--- src/rtl/defines_pkg.sv ---
// Shared definitions for the interrupt-to-trap arbiter: register map and FSM states.
package defines_pkg;

    localparam logic [1:0] ADDR_ENABLE  = 2'd0;
    localparam logic [1:0] ADDR_PENDING = 2'd1;
    localparam logic [1:0] ADDR_MODE    = 2'd2;
    localparam logic [1:0] ADDR_LAST_ID = 2'd3;

    typedef enum logic [1:0] {
        ST_IDLE = 2'd0,
        ST_REQ  = 2'd1,
        ST_GAP  = 2'd2
    } state_e;

endpackage

--- src/rtl/ex_irq_arb_if.sv ---
// Configuration bus and core trap handshake of the interrupt arbiter.
interface ex_irq_arb_if #(
    parameter int unsigned NSRC = 8
);
    localparam int unsigned IDW = $clog2(NSRC);

    logic            cfg_we;
    logic [1:0]      cfg_addr;
    logic [31:0]     cfg_wdata;
    logic [31:0]     cfg_rdata;
    logic            core_ex_trap_valid;
    logic            core_ex_trap_ready;
    logic [IDW-1:0]  trap_id_o;

    modport master (
        output cfg_we, cfg_addr, cfg_wdata, core_ex_trap_ready,
        input  cfg_rdata, core_ex_trap_valid, trap_id_o
    );

    modport slave (
        input  cfg_we, cfg_addr, cfg_wdata, core_ex_trap_ready,
        output cfg_rdata, core_ex_trap_valid, trap_id_o
    );

endinterface

--- src/rtl/irq_prio_sel.sv ---
// Rotating find-first selector: first set candidate at or after start_i, wrapping modulo NSRC.
module irq_prio_sel #(
    parameter int unsigned NSRC = 8,
    parameter int unsigned IDW  = 3
) (
    input  logic [NSRC-1:0] cand_i,
    input  logic [IDW-1:0]  start_i,
    output logic            found_c,
    output logic [IDW-1:0]  idx_c
);

    int unsigned pos;

    always_comb begin
        found_c = 1'b0;
        idx_c   = '0;
        pos     = 0;
        for (int unsigned k = 0; k < NSRC; k++) begin
            pos = (32'(start_i) + k) % NSRC;
            if (!found_c && cand_i[IDW'(pos)]) begin
                found_c = 1'b1;
                idx_c   = IDW'(pos);
            end
        end
    end

endmodule

--- src/rtl/ex_irq_arb.sv ---
// Interrupt arbiter: edge-detected pending sources, enable/mode registers, one trap
// request at a time towards the core with a fixed idle gap after every acceptance.
module ex_irq_arb
    import defines_pkg::*;
#(
    parameter int unsigned NSRC = 8,
    parameter int unsigned GAP  = 2
) (
    input  logic            clk,
    input  logic            rst,
    input  logic [NSRC-1:0] src_i,
    output logic            busy_o,
    ex_irq_arb_if.slave     bus
);

    localparam int unsigned    IDW    = $clog2(NSRC);
    localparam int unsigned    GW     = 4;
    localparam logic [IDW-1:0] ID_MAX = IDW'(NSRC - 1);

    state_e          state_q, state_d;
    logic [GW-1:0]   gap_cnt_q, gap_cnt_d;
    logic [NSRC-1:0] src_q, pend_q, pend_d, en_q, en_d;
    logic            mode_q, mode_d;
    logic [IDW-1:0]  last_id_q, last_id_d, trap_id_q, trap_id_d;
    logic            valid_q, valid_d, busy_q, busy_d;

    logic [NSRC-1:0] rise_c, cand_c, clr_c;
    logic [IDW-1:0]  start_c, sel_idx_c;
    logic            sel_found_c, ack_c;
    logic            unused_wdata;

    assign rise_c  = src_i & ~src_q;
    assign cand_c  = pend_q & en_q;
    assign ack_c   = (state_q == ST_REQ) && bus.core_ex_trap_ready;
    // Round-robin starts just after the last served source so it gets lowest priority.
    assign start_c = !mode_q              ? '0 :
                     (last_id_q == ID_MAX) ? '0 : IDW'(last_id_q + 1'b1);

    irq_prio_sel #(
        .NSRC (NSRC),
        .IDW  (IDW)
    ) u_sel (
        .cand_i  (cand_c),
        .start_i (start_c),
        .found_c (sel_found_c),
        .idx_c   (sel_idx_c)
    );

    always_ff @(posedge clk) begin
        if (rst) begin
            state_q   <= ST_IDLE;
            gap_cnt_q <= '0;
        end else begin
            state_q   <= state_d;
            gap_cnt_q <= gap_cnt_d;
        end
    end

    always_comb begin
        state_d   = state_q;
        gap_cnt_d = gap_cnt_q;
        unique case (state_q)
            ST_IDLE: if (sel_found_c) state_d = ST_REQ;
            ST_REQ: begin
                if (ack_c) begin
                    if (GAP == 0) begin
                        state_d = ST_IDLE;
                    end else begin
                        state_d   = ST_GAP;
                        gap_cnt_d = GW'(GAP - 1);
                    end
                end
            end
            ST_GAP: begin
                if (gap_cnt_q == '0) state_d = ST_IDLE;
                else                 gap_cnt_d = gap_cnt_q - 1'b1;
            end
            default: state_d = ST_IDLE;
        endcase
    end

    // A rising edge in the same cycle overrides any clear (W1C or acceptance).
    always_comb begin
        clr_c = '0;
        if (bus.cfg_we && bus.cfg_addr == ADDR_PENDING) clr_c = bus.cfg_wdata[NSRC-1:0];
        if (ack_c) clr_c[trap_id_q] = 1'b1;
        pend_d    = (pend_q & ~clr_c) | rise_c;
        en_d      = (bus.cfg_we && bus.cfg_addr == ADDR_ENABLE) ? bus.cfg_wdata[NSRC-1:0] : en_q;
        mode_d    = (bus.cfg_we && bus.cfg_addr == ADDR_MODE)   ? bus.cfg_wdata[0]         : mode_q;
        last_id_d = ack_c ? trap_id_q : last_id_q;
        trap_id_d = (state_q == ST_IDLE && sel_found_c) ? sel_idx_c : trap_id_q;
        valid_d   = (state_d == ST_REQ);
        busy_d    = (state_d != ST_IDLE);
    end

    always_ff @(posedge clk) begin
        if (rst) begin
            src_q     <= '0;
            pend_q    <= '0;
            en_q      <= '0;
            mode_q    <= 1'b0;
            last_id_q <= '0;
            trap_id_q <= '0;
            valid_q   <= 1'b0;
            busy_q    <= 1'b0;
        end else begin
            src_q     <= src_i;
            pend_q    <= pend_d;
            en_q      <= en_d;
            mode_q    <= mode_d;
            last_id_q <= last_id_d;
            trap_id_q <= trap_id_d;
            valid_q   <= valid_d;
            busy_q    <= busy_d;
        end
    end

    always_comb begin
        bus.cfg_rdata = '0;
        unique case (bus.cfg_addr)
            ADDR_ENABLE:  bus.cfg_rdata = 32'(en_q);
            ADDR_PENDING: bus.cfg_rdata = 32'(pend_q);
            ADDR_MODE:    bus.cfg_rdata = 32'(mode_q);
            ADDR_LAST_ID: bus.cfg_rdata = 32'(last_id_q);
        endcase
    end

    assign bus.core_ex_trap_valid = valid_q;
    assign bus.trap_id_o          = trap_id_q;
    assign busy_o                 = busy_q;
    assign unused_wdata           = ^bus.cfg_wdata;

endmodule

--- src/flat_wrapper.sv ---
// flat-port wrapper written by rule: the top's interface ports become plain ports
module ex_irq_arb_flat import defines_pkg::*;
#(
    parameter int unsigned NSRC = 8,
    parameter int unsigned GAP  = 2
)
  (clk, rst, src_i, busy_o, bus_cfg_we, bus_cfg_addr, bus_cfg_wdata, bus_core_ex_trap_ready, bus_cfg_rdata, bus_core_ex_trap_valid, bus_trap_id_o);
  ex_irq_arb_if #(.NSRC(NSRC)) bus_i ();
  input  logic clk;
  input  logic rst;
  input  logic [NSRC-1:0] src_i;
  output logic busy_o;
  input wire logic [$bits(bus_i.cfg_we)-1:0] bus_cfg_we;
  input wire logic [$bits(bus_i.cfg_addr)-1:0] bus_cfg_addr;
  input wire logic [$bits(bus_i.cfg_wdata)-1:0] bus_cfg_wdata;
  input wire logic [$bits(bus_i.core_ex_trap_ready)-1:0] bus_core_ex_trap_ready;
  output wire logic [$bits(bus_i.cfg_rdata)-1:0] bus_cfg_rdata;
  output wire logic [$bits(bus_i.core_ex_trap_valid)-1:0] bus_core_ex_trap_valid;
  output wire logic [$bits(bus_i.trap_id_o)-1:0] bus_trap_id_o;
  assign bus_i.cfg_we = bus_cfg_we;
  assign bus_i.cfg_addr = bus_cfg_addr;
  assign bus_i.cfg_wdata = bus_cfg_wdata;
  assign bus_i.core_ex_trap_ready = bus_core_ex_trap_ready;
  assign bus_cfg_rdata = bus_i.cfg_rdata;
  assign bus_core_ex_trap_valid = bus_i.core_ex_trap_valid;
  assign bus_trap_id_o = bus_i.trap_id_o;
  ex_irq_arb #(.NSRC(NSRC), .GAP(GAP)) u_core (.clk(clk), .rst(rst), .src_i(src_i), .busy_o(busy_o), .bus(bus_i));
endmodule
--- config.mk ---
export PLATFORM = sky130hd
export DESIGN_NAME = ex_irq_arb_flat
export DESIGN_NICKNAME = d
export VERILOG_FILES = /design/src/rtl/defines_pkg.sv /design/src/rtl/ex_irq_arb_if.sv /design/src/rtl/irq_prio_sel.sv /design/src/rtl/ex_irq_arb.sv /design/src/flat_wrapper.sv
export SDC_FILE = /design/constraint.sdc
export NUM_CORES = 1
export LEC_CHECK = 0
export ABC_AREA = 1
export CAP_MARGIN = 10
export CORE_MARGIN = 3
export CORE_UTILIZATION = 40
export DETAILED_ROUTE_END_ITERATION = 7
export PLACE_DENSITY = 0.68
export SYNTH_ARGS = -nofsm -noshare
export SYNTH_HDL_FRONTEND = slang
export SYNTH_SLANG_ARGS = --single-unit
--- constraint.sdc ---
create_clock -name clk -period 2.9 [get_ports clk]
set_input_delay 0.435 -clock clk [delete_from_list [all_inputs] [get_ports clk]]
set_output_delay 0.435 -clock clk [all_outputs]
set_load 0.05 [all_outputs]
==> results of run 1 <==
per-layer routing:
| metal | track usage | wire, um | up-vias |
|---|---|---|---|
| met5 | 0 | 0 | - |
| met4 | 0.0574 | 139 | 0 |
| met3 | 0.0200 | 301 | 11 |
| met2 | 0.293 | 3310 | 72 |
| met1 | 0.218 | 3110 | 1246 |
| li1 | - | - | 1405 |
registers in the layout, summed over array words and instances, names as in the netlist:
| name | cells |
|---|---|
| u_core.gap_cnt_q | 4 |
| u_core.src_q | 8 |
| u_core.state_q | 2 |
| u_core.pend_q | 8 |
| u_core.en_q | 8 |
| u_core.last_id_q | 3 |
| u_core.bus.core_ex_trap_valid | 1 |
| u_core.mode_q | 1 |
| u_core.bus.trap_id_o | 3 |
| u_core.busy_o | 1 |
metrics by stage:
step | instance area [um^2] | power [mW] | setup WS [ns]
floorplan | 2910 | 1.14 | 0.238
global placement | 3240 | 1.28 | 0.156
detailed placement | 3240 | 1.29 | 0.0742
CTS | 3320 | 1.65 | 0.0654
global route | 3360 | 1.75 | 0.00340
finish | 3360 | 1.65 | 0.202
worst max path at each step:
stage                              from                       to
floorplan           u_core.last_id_q[0]  u_core.bus.trap_id_o[2]
global placement    u_core.last_id_q[0]  u_core.bus.trap_id_o[0]
detailed placement  u_core.last_id_q[0]  u_core.bus.trap_id_o[0]
CTS                 u_core.last_id_q[0]  u_core.bus.trap_id_o[0]
global route        u_core.last_id_q[0]  u_core.bus.trap_id_o[1]
finish              u_core.last_id_q[0]  u_core.bus.trap_id_o[1]
report_power, final:
part	total (mW)	switching, mW	internal (mW)	leakage, nW
registers	0.637	0.0455	0.592	0.322
logic	0.654	0.437	0.217	1.22
clock network	0.355	0.187	0.168	0.0412
final cells by class:
class / instances / area, um^2
clock buffers: 6 / 72.6
clock inverters: 2 / 12.5
fillers: 672 / 3240
inverters: 41 / 154
multi-input cells: 331 / 1740
flip-flops and latches: 39 / 781
well taps: 93 / 116
repair buffers: 43 / 488
layout by cell type (no fill, tap or decap), types with 2 or more instances in the layout:
master            n
a31oi_1           7
nand2_1          93
inv_1            41
nand4_1           8
a21oi_1          10
ha_1              4
a22o_1            5
ha_4              2
nand3_2           6
dfxtp_1          39
nand2_2           9
nor2_4            4
nor2_1           56
or2_0             2
clkbuf_8          5
clkdlybuf4s50_1  26
nand2_4           5
conb_1           24
buf_4             9
nand3_1          61
xnor2_2           2
o21ai_2           2
buf_12            8
o21a_1            2
a21oi_2           2
o21ai_0          13
o32ai_1           2
nor3_1            2
cells by family after synthesis:
family	after synthesis	synth area share
other cells	1	0.00133
fa+ha+maj	6	0.0266
simple gates	252	0.428
buf+inv	77	0.152
compound gates	46	0.101
xor+xnor	3	0.0146
flops	39	0.277
==> reports/results.ini, run 1 <==
[global_route]
grt_pass1_wl_mm = 11.5
grt_usage = 0.169
antenna_found_initial = 0
grt_max_degree = 27
first_global_vias = 2529
grt-ovfl-total = 0

[logic_synthesis]
yosysUniqueCellTypes = 37
syn_avg_cell_area_um2 = 6.65
ys_seq_elements = 39
synth.most_common_cell = nand2_1
synth_top_area_share = 0.277
ys_seq_area_frac = 0.277
async_flop_share = 0
yosys_warnings = 0
syn_inst = 424
yosys_most_used_dff = dfxtp_1
yosys.area.top_type = dfxtp_1
synth_edf_count = 0
syn_area_um2 = 2820
synth.area.top_cells = dfxtp_1 28%, nand2_1 12%, nand3_1 11%
synth_commonest_cells = 93 x nand2_1, 61 x nand3_1, 56 x nor2_1

[worst_setup_path]
start_kind = register
cp_common_cell = nand2_1
critPathMaxStageDelay_ns = 0.47
worstPathCellList = ha_1, ha_4, nor2_4, nand2_4, buf_4, nand2_1, nand2_1, nand2_1, nand2_1, o21ai_0, nand4_1, or2_0, nand3_1, nor2_1, nor2_1
r2r_start = u_core.last_id_q[0]
end_kind = register
worst-setup-path-type = reg -> reg
r2r-end = u_core.bus.trap_id_o[1]
worstPathRequired_ns = 3.14
cpLargestDelayFamily = simple AND/OR/NAND/NOR gates
arrival_ns = 2.93
critPathSlowestCell = o21ai_0
worst-path-stages = 15
cp_max_fo = 10
reg2reg_depth = 15
worst-path-buf-inv = 1
r2r_slack_ns = 0.20

[timing]
drv_slew = 0
finalHoldViolations = 0
worstMarginPinSlew_ns = 0.612
max_freq_mhz = 371
grt_setup_unrepaired = no
finClkSkew_ns = 0.00441
min_period_ns = 2.70
relSlewSlack = 0.591
post-route-period-util = 0.930
finalSetupViolCount = 0
whs_ns = 0.441
fin_tns_setup_ns = 0

[outcome]
status = completed

[clock_network]
postCtsSetupBuffers = 0
cts_tree = done
h-tree-depth = 2
root_buffer = clkbuf_8
clkTransAtPathRegs_ns = 0.07
cts_buffers = 5
insertion_delay_ns = 0.29
cts_hold_buf = 0
post_cts_resized = 0
cts_buffer_depth = 2
cts.sinks = 39

[place]
placed_cells = 547
dp_hpwl_mm = 5.45
gp_congestion = 0.875
port_buffers = 34

[layout]
n_antenna_cell = 0
final_layout_size_suffix_gt1_frac = 0.130
final_core_util = 0.509
syn_to_final_growth_pct = 19.2
instances_no_fill = 555
fin_nets = 513

[die]
die-area_um2 = 8090
fp.dieH_um = 90.0
core_um2 = 6600
io_pins = 83
dieWidth_um = 90.0
fp-row-count = 29
start_util = 0.427

[power]
powerDensity_nw_per_um2 = 490
total_leakage_power_nw = 1.59
ir_drop_uv = 418

[worst_hold_path]
hold_path.class = reg -> reg
holdPathStages = 1
min_to = u_core.pend_q[6]
hp-start = u_core.src_q[6]

[detailed_routing]
drt_wl_total_mm = 6.85
ant_nets = 0
drc = 0
firstDrtPassIters = 5
drt-initial-drc-count = 123
wire_per_inst_um = 12.3
vias = 2734
vias_per_cell = 4.93

[run]
drv_cap = 0

No activity file was read; power rests on OpenSTA's default activity.
==> run 2, diff against run 1 <==
--- a/config.mk
+++ b/config.mk
@@ -11,6 +11,7 @@
 export CORE_UTILIZATION = 40
 export DETAILED_ROUTE_END_ITERATION = 7
 export PLACE_DENSITY = 0.68
+export SLEW_MARGIN = 20
 export SYNTH_ARGS = -nofsm -noshare
 export SYNTH_HDL_FRONTEND = slang
 export SYNTH_SLANG_ARGS = --single-unit
==> results of run 2 <==
Same layout as run 1: the final DEF is identical, and so are final timing and power.
